`config.mk`:
```
export PLATFORM = sky130hd
export DESIGN_NAME = nrisc_wb_bridge
export DESIGN_NICKNAME = d
export VERILOG_FILES = /design/src/rtl/nrisc_wb_bridge_pkg.sv /design/src/rtl/nrisc_wb_bridge.sv
export SDC_FILE = /design/constraint.sdc
export NUM_CORES = 1
export LEC_CHECK = 0
export BUFFER_PORTS_ARGS = -buffer_cell sky130_fd_sc_hd__clkbuf_2
export CAP_MARGIN = 20
export CORE_ASPECT_RATIO = 0.9
export CORE_MARGIN = 5
export CORE_UTILIZATION = 47
export CTS_CLUSTER_DIAMETER = 60
export DETAILED_ROUTE_END_ITERATION = 7
export HOLD_SLACK_MARGIN = 0.05
export PLACE_DENSITY = 0.79
export SYNTH_ARGS = -nofsm -noshare
export SYNTH_HDL_FRONTEND = slang
export SYNTH_SLANG_ARGS = --single-unit
```
`constraint.sdc`:
```
create_clock -name clk -period 2.3 [get_ports clk]
set_input_delay 0.46 -clock clk [delete_from_list [all_inputs] [get_ports clk]]
set_output_delay 0.46 -clock clk [all_outputs]
set_load 0.1 [all_outputs]
```
`src/rtl/nrisc_wb_bridge_pkg.sv`:
```
// Shared definitions for the nRISC Wishbone bridge: default widths, timeout and FSM encoding.
// Pure declarations; no logic, no latency.
// Backpressure is not applicable at package level.
package nrisc_wb_bridge_pkg;

    // Default data word width and bus address width of the data-memory BUS port
    localparam int TAM_DEF     = 16;
    localparam int N_DDATA_DEF = 8;

    // Default abort threshold, in cycles spent in ACTIVE
    localparam int WB_TIMEOUT  = 16;

    // 2-bit bridge state encoding
    typedef enum logic [1:0] {
        BR_IDLE   = 2'd0,
        BR_ACTIVE = 2'd1,
        BR_DONE   = 2'd2
    } br_state_t;

    // Width of the timeout counter; never below one bit
    function automatic int cnt_width(input int timeout);
        return (timeout > 2) ? $clog2(timeout) : 1;
    endfunction

endpackage

```
`src/rtl/nrisc_wb_bridge.sv`:
```
// Wishbone classic single-beat master driven by start pulses from the nRISC core's data-memory BUS port.
// Start-to-done latency is 2 edges with a zero-wait slave, and TIMEOUT+1 edges when the slave stalls and the cycle is aborted.
// No queueing: a start is accepted only in IDLE, and a slave that stalls is aborted with err after TIMEOUT cycles.
module nrisc_wb_bridge
    import nrisc_wb_bridge_pkg::*;
#(
    parameter int TAM     = TAM_DEF,
    parameter int N_DData = N_DDATA_DEF,
    parameter int TIMEOUT = WB_TIMEOUT
) (
    input  logic               clk,
    input  logic               rst,
    input  logic               BRIDGE_start,
    input  logic               BRIDGE_we,
    input  logic [N_DData-1:0] BRIDGE_addr,
    input  logic [TAM-1:0]     BRIDGE_wdata,
    output logic [TAM-1:0]     BRIDGE_rdata,
    output logic               BRIDGE_busy,
    output logic               BRIDGE_done,
    output logic               BRIDGE_err,
    output logic               wb_cyc_o,
    output logic               wb_stb_o,
    output logic               wb_we_o,
    output logic [N_DData-1:0] wb_adr_o,
    output logic [TAM-1:0]     wb_dat_o,
    input  logic [TAM-1:0]     wb_dat_i,
    input  logic               wb_ack_i,
    input  logic               wb_err_i
);

    localparam int                CNT_W   = cnt_width(TIMEOUT);
    localparam logic [CNT_W-1:0]  CNT_MAX = CNT_W'(TIMEOUT - 1);

    br_state_t        state;
    logic [CNT_W-1:0] cnt;
    logic             cyc;

    // Single-beat cycles: strobe is never deasserted inside a cycle
    assign wb_cyc_o = cyc;
    assign wb_stb_o = cyc;

    // Bridge FSM with all outputs registered; reset drops cyc/stb immediately without a done pulse
    always_ff @(posedge clk or posedge rst) begin
        if (rst) begin
            state        <= BR_IDLE;
            cnt          <= '0;
            cyc          <= 1'b0;
            wb_we_o      <= 1'b0;
            wb_adr_o     <= '0;
            wb_dat_o     <= '0;
            BRIDGE_rdata <= '0;
            BRIDGE_busy  <= 1'b0;
            BRIDGE_done  <= 1'b0;
            BRIDGE_err   <= 1'b0;
        end else begin
            case (state)
                BR_IDLE: begin
                    if (BRIDGE_start) begin
                        wb_adr_o    <= BRIDGE_addr;
                        wb_dat_o    <= BRIDGE_wdata;
                        wb_we_o     <= BRIDGE_we;
                        BRIDGE_err  <= 1'b0;
                        cnt         <= '0;
                        cyc         <= 1'b1;
                        BRIDGE_busy <= 1'b1;
                        state       <= BR_ACTIVE;
                    end
                end
                BR_ACTIVE: begin
                    // Error takes priority over a simultaneous acknowledge
                    if (wb_err_i) begin
                        BRIDGE_err  <= 1'b1;
                        cyc         <= 1'b0;
                        BRIDGE_done <= 1'b1;
                        state       <= BR_DONE;
                    end else if (wb_ack_i) begin
                        if (!wb_we_o) begin
                            BRIDGE_rdata <= wb_dat_i;
                        end
                        cyc         <= 1'b0;
                        BRIDGE_done <= 1'b1;
                        state       <= BR_DONE;
                    end else if (cnt == CNT_MAX) begin
                        // Stalled slave: abort before the counter could wrap
                        BRIDGE_err  <= 1'b1;
                        cyc         <= 1'b0;
                        BRIDGE_done <= 1'b1;
                        state       <= BR_DONE;
                    end else begin
                        cnt <= cnt + 1'b1;
                    end
                end
                BR_DONE: begin
                    BRIDGE_done <= 1'b0;
                    BRIDGE_busy <= 1'b0;
                    state       <= BR_IDLE;
                end
                default: begin
                    state <= BR_IDLE;
                end
            endcase
        end
    end

endmodule
```
* Word level (Yosys, flattened, before mapping)
Index checks and enable logic that the tools add are counted.
** Storage, ports and cells
- Memories kept :: 0
- ROM bits :: 0
- RAM bits :: 0
- Input port bits :: 46
- Output and inout port bits :: 46
- Logic and storage cells :: 59
- Latch bits :: 0
- Register bits after elaboration :: 51
** Cells by class
- Multiply operators :: 0
- Shift-type cells :: 0
- Eq/ne operators :: 10
- Magnitude comparators :: 0
- Div/mod/pow operators :: 0
- Add/subtract/negate cells :: 1
- Reduce and logical (&&, ||, !) cells :: 12
- Muxes and demuxes :: 24
- Bitwise gates (word level) :: 2
** Operator list (number)
- 2-to-1 mux 4 bit :: 4
- 2-to-1 mux 1 bit :: 10
- 2-to-1 mux 2 bit :: 4
- != test 2 bit, second input constant :: 4
- case mux 1 bit (2 select lines) :: 4
- case mux 4 bit (2 select lines) :: 1
- AND reduction 2 bit :: 4
- AND reduction 4 bit :: 2
- != test 3 bit, second input constant :: 2
- nonzero test 2 bit :: 3
- AND reduction 5 bit :: 1
- adder 4 x 1 -> 4 bit, second input constant :: 1
- equality test 4 bit, second input constant :: 1
- != test 4 bit, second input constant :: 1
- case mux 2 bit (2 select lines) :: 1
- AND reduction 3 bit :: 1
- equality test 2 x 1 -> 1 bit, second input constant :: 1
- equality test 2 bit, second input constant :: 1
- zero test 2 bit :: 1
- NOT 1 bit :: 2

* Longest topological paths before layout
- Word-level depth :: 5
- Depth in mapped cells :: 7
- Mapped depth without buffers :: 6

* Least setup slack after synthesis
OpenSTA, ideal clock, no wires.
- Path type :: reg-to-reg
- Start point :: reg wb_we_o
- End point :: reg BRIDGE_rdata[0]
- Data required time :: 2175 ps
- Slack :: 338 ps
- Arrival time :: 1837 ps
- Setup time :: 125 ps
- Cell stages (with the launch flop) :: 4
- Period minus slack after synthesis :: 1962 ps
- Path buffers :: 1
- Cells stage by stage :: dfrtp_1 > nor4b_4 > buf_6 > mux2_2
** Between the ends
- Longest elaborated chain between the ends :: 2
** RTL lines
- start, declared :: line nrisc_wb_bridge.sv:23 : output logic wb_we_o,
- start signal, assigned :: line nrisc_wb_bridge.sv:61 : wb_we_o <= BRIDGE_we;
- NOT 1 bit (no line)
- AND reduction 4 bit (no line)
- end signal, assigned :: line nrisc_wb_bridge.sv:78 : BRIDGE_rdata <= wb_dat_i;
- end, declared :: line nrisc_wb_bridge.sv:17 : output logic [TAM-1:0] BRIDGE_rdata,
Every way passes these cells.
A chain may end at the register's enable or synchronous reset.

* Final worst setup path
- Start point :: reg state[1]
- End point :: reg BRIDGE_rdata[1]
** Between the ends
- Longest elaborated chain between the ends :: 2
** RTL lines
- start, declared :: line nrisc_wb_bridge.sv:34 : br_state_t state;
- start signal, assigned :: line nrisc_wb_bridge.sv:45 : state <= BR_IDLE;
- start signal, assigned :: line nrisc_wb_bridge.sv:66 : state <= BR_ACTIVE;
- start signal, assigned :: line nrisc_wb_bridge.sv:75 : state <= BR_DONE;
- equality test 2 x 1 -> 1 bit :: line nrisc_wb_bridge.sv:56 : case (state)
- AND reduction 4 bit (no line)
Every way passes these cells.

==> flow_summary_export.csv <==
group,metric,value,unit
outcome,outcome,"completed",
route,postRouteWirelength,4629,µm
sta,period_share,0.8579,
grt,grt_overflow,0,
sta,max_freq,506.8,MHz
worst_setup_path,end_kind,"flop",
clocking,ctsHtreeMaxLevel,2,
floorplanning,dieArea,6141,µm²
synthesis,syn_avg_cell_area,13.64,µm²
floorplanning,io_pins,92,
synthesis,yosys_warnings,0,
sta,hold_violations,0,
floorplanning,die_h,74.85,µm
clocking,numCtsBuffers,5,
route,drc,0,
clocking,insertion_delay,290,ps
layout,antenna_cells,0,
clocking,cts_tree,"yes",
grt,grt_pass1_wl,7645,µm
sta,finalSetupViolations,0,
worst_setup_path,cp.required,2470,ps
route,vias,1584,
worst_setup_path,worstSetupPathDepth,6,
placement,gp_congestion,0.8235,
placement,place_hpwl,3584,µm
floorplanning,core_area,4489,µm²
sta,slew_headroom,0.6298,
route,ant_nets,0,
sta,finalWorstSetupSlack,326.9,ps
sta,fin_crit,1973,ps
synthesis,synth.top_cell.area_share,0.5812,
floorplanning,rows,23,
clocking,clk_pin_slew_worst_paths,90,ps
worst_setup_path,critPathTopFamily,"buffers and inverters",
worst_setup_path,path_cells,"inv_1 > ha_1 > inv_2 > nor4b_4 > buf_4 > mux2_2",
run,drv_cap,0,
sta,fin_tns_setup,0,ps
worst_setup_path,start_kind,"flop",
route,viasPerCell,4.997,
clocking,ctsHoldBuffers,0,
clocking,cts_resized,0,
clocking,cts.sinks,51,
synthesis,syn_area,2196,µm²
min_path,hold_path_class,"in2async",
placement,io_buffers,91,
layout,nets,306,
worst_setup_path,regToRegSetupSlack,330,ps
sta,fin_hold_ws,161.3,ps
clocking,cts_buffer_depth,2,
layout,syn_to_final_growth,28.66,%
grt,grt_pass1_vias,1645,
synthesis,synthTopCellsByArea,"dfrtp_1 58%, mux2_2 22%, ha_1 2.8%, o21ai_0 1.6%, a21oi_1 1.4%",
sta,worst_pin_slew,557.7,ps
floorplanning,start_util,0.4891,
worst_setup_path,worstSetupPathType,"reg2reg",
layout,final_util,0.6293,
sta,finClkSkew,11.72,ps
grt,antenna_found_initial,0,
synthesis,syn_inst,161,
sta,rsz0062_at_grt,"no",
synthesis,synth-seq-cells,51,
worst_setup_path,r2r_end,"BRIDGE_rdata[1]$_DFFE_PP0P_",
worst_setup_path,crit_arrival,2150,ps
worst_setup_path,cp.buffers_inverters,3,
worst_setup_path,r2r.worst_path.cells,6,
synthesis,synth_top_cell_by_area,"dfrtp_1",
sta,drv_slew,0,
clocking,postCtsSetupBuffers,0,
worst_setup_path,worst-path-max-fanout,16,
synthesis,yosysSeqAreaShare,0.5812,
layout,drive_above_1_share,0.5804,
worst_setup_path,slowest_stage,"dfrtp_1",
route,drt_first_pass_iters,4,
grt,grt_max_degree,30,
route,wl_per_cell,14.60,µm
placement,place_worst_setup_slack,346.8,ps
clocking,root_buffer,"clkbuf_8",
route,drtIter0Drc,91,
grt,track_usage,0.1607,
worst_setup_path,slowest_delay,400,ps
worst_setup_path,rr_startpoint,"state[1]$_DFFE_PP0P_",
synthesis,synth_cell_types,33,
synthesis,synth_nets,212,
floorplanning,die_w,82.05,µm
==> layer usage <==
layer  vias to the layer above  GRT usage  wire length [µm]
met5                         -          0                 0
met4                         0    0.04982                75
met3                         7    0.03828               311
met2                        49     0.2691              2367
met1                       766     0.2083              1875
li1                        762          -                 -
==> synth_stat cells, drive strengths merged <==
cell and instances:
dfrtp 51, mux2 42, inv 9, o21ai 7
a21oi 6, buf 5, ha 5, nor2 5
nand2 4, nand3 3, a31oi 2, clkbuf 2
mux2i 2, nor3b 2, nor4b 2, o211ai 2
and3 1, and4b 1, nand4 1, nand4b 1
nor2b 1, nor3 1, o21bai 1, o221ai 1
o2bb2ai 1, o31ai 1, o41a 1, o41ai 1
==> kinds of logic (layout without fill, tap and decap cells) <==
| kind of cell | count (synthesis) | after routing | share of synthesized area |
|---|---|---|---|
| AOI/OAI and AO/OA | 23 | 23 | 0.06610 |
| and+or+nand+nor | 22 | 22 | 0.06552 |
| DFF | 51 | 51 | 0.5812 |
| adders and majority gates | 5 | 5 | 0.02849 |
| buffers and inverters | 16 | 110 | 0.03419 |
| muxes | 44 | 44 | 0.2245 |
==> worst max path at each step <==
stage	from	end	slack [ps]
3_3_place_gp	state[1]$_DFFE_PP0P_	BRIDGE_rdata[15]$_DFFE_PP0P_	430
5_1_grt	state[1]$_DFFE_PP0P_	BRIDGE_rdata[1]$_DFFE_PP0P_	230
4_1_cts	state[1]$_DFFE_PP0P_	BRIDGE_rdata[1]$_DFFE_PP0P_	330
3_5_place_dp	state[1]$_DFFE_PP0P_	BRIDGE_rdata[1]$_DFFE_PP0P_	350
6_report	state[1]$_DFFE_PP0P_	BRIDGE_rdata[1]$_DFFE_PP0P_	330
2_1_floorplan	wb_we_o$_DFFE_PP0P_	BRIDGE_rdata[0]$_DFFE_PP0P_	340
==> layout make-up <==
class,count,area [µm²]
Clock buffer,6,72.57
Clock inverter,1,30.03
Fill cell,377,1664
Inverter,9,33.78
Multi-Input combinational cell,94,844.6
Sequential cell,51,1276
Tap cell,62,77.57
Timing Repair Buffer,94,490.5
==> metrics by stage <==
stage | instances | instance area, µm²
4_1_cts | 317 | 2825
3_3_place_gp | 310 | 2723
3_5_place_dp | 310 | 2723
5_1_grt | 317 | 2825
6_report | 317 | 2825
2_1_floorplan | 161 | 2196
==> cell usage in the layout, fill, tap and decap left out, types with 3 or more instances in the layout <==
cell type  count
clkbuf_2      91
dfrtp_1       51
mux2_2        42
inv_1          7
o21ai_0        7
a21oi_1        6
ha_1           5
clkbuf_8       5
nor2_1         4
nand2_1        4
nand3_1        3
==> flip-flops by register name (all words and copies together), names as in the netlist, 2 cells and up <==
signal and cells:
wb_adr_o 8, cnt 4, state 2, wb_dat_o 16, BRIDGE_rdata 16
Power is left out: the tool's default activity adds up to more than one toggle a clock period on the data nets, which glitch-free logic cannot reach.
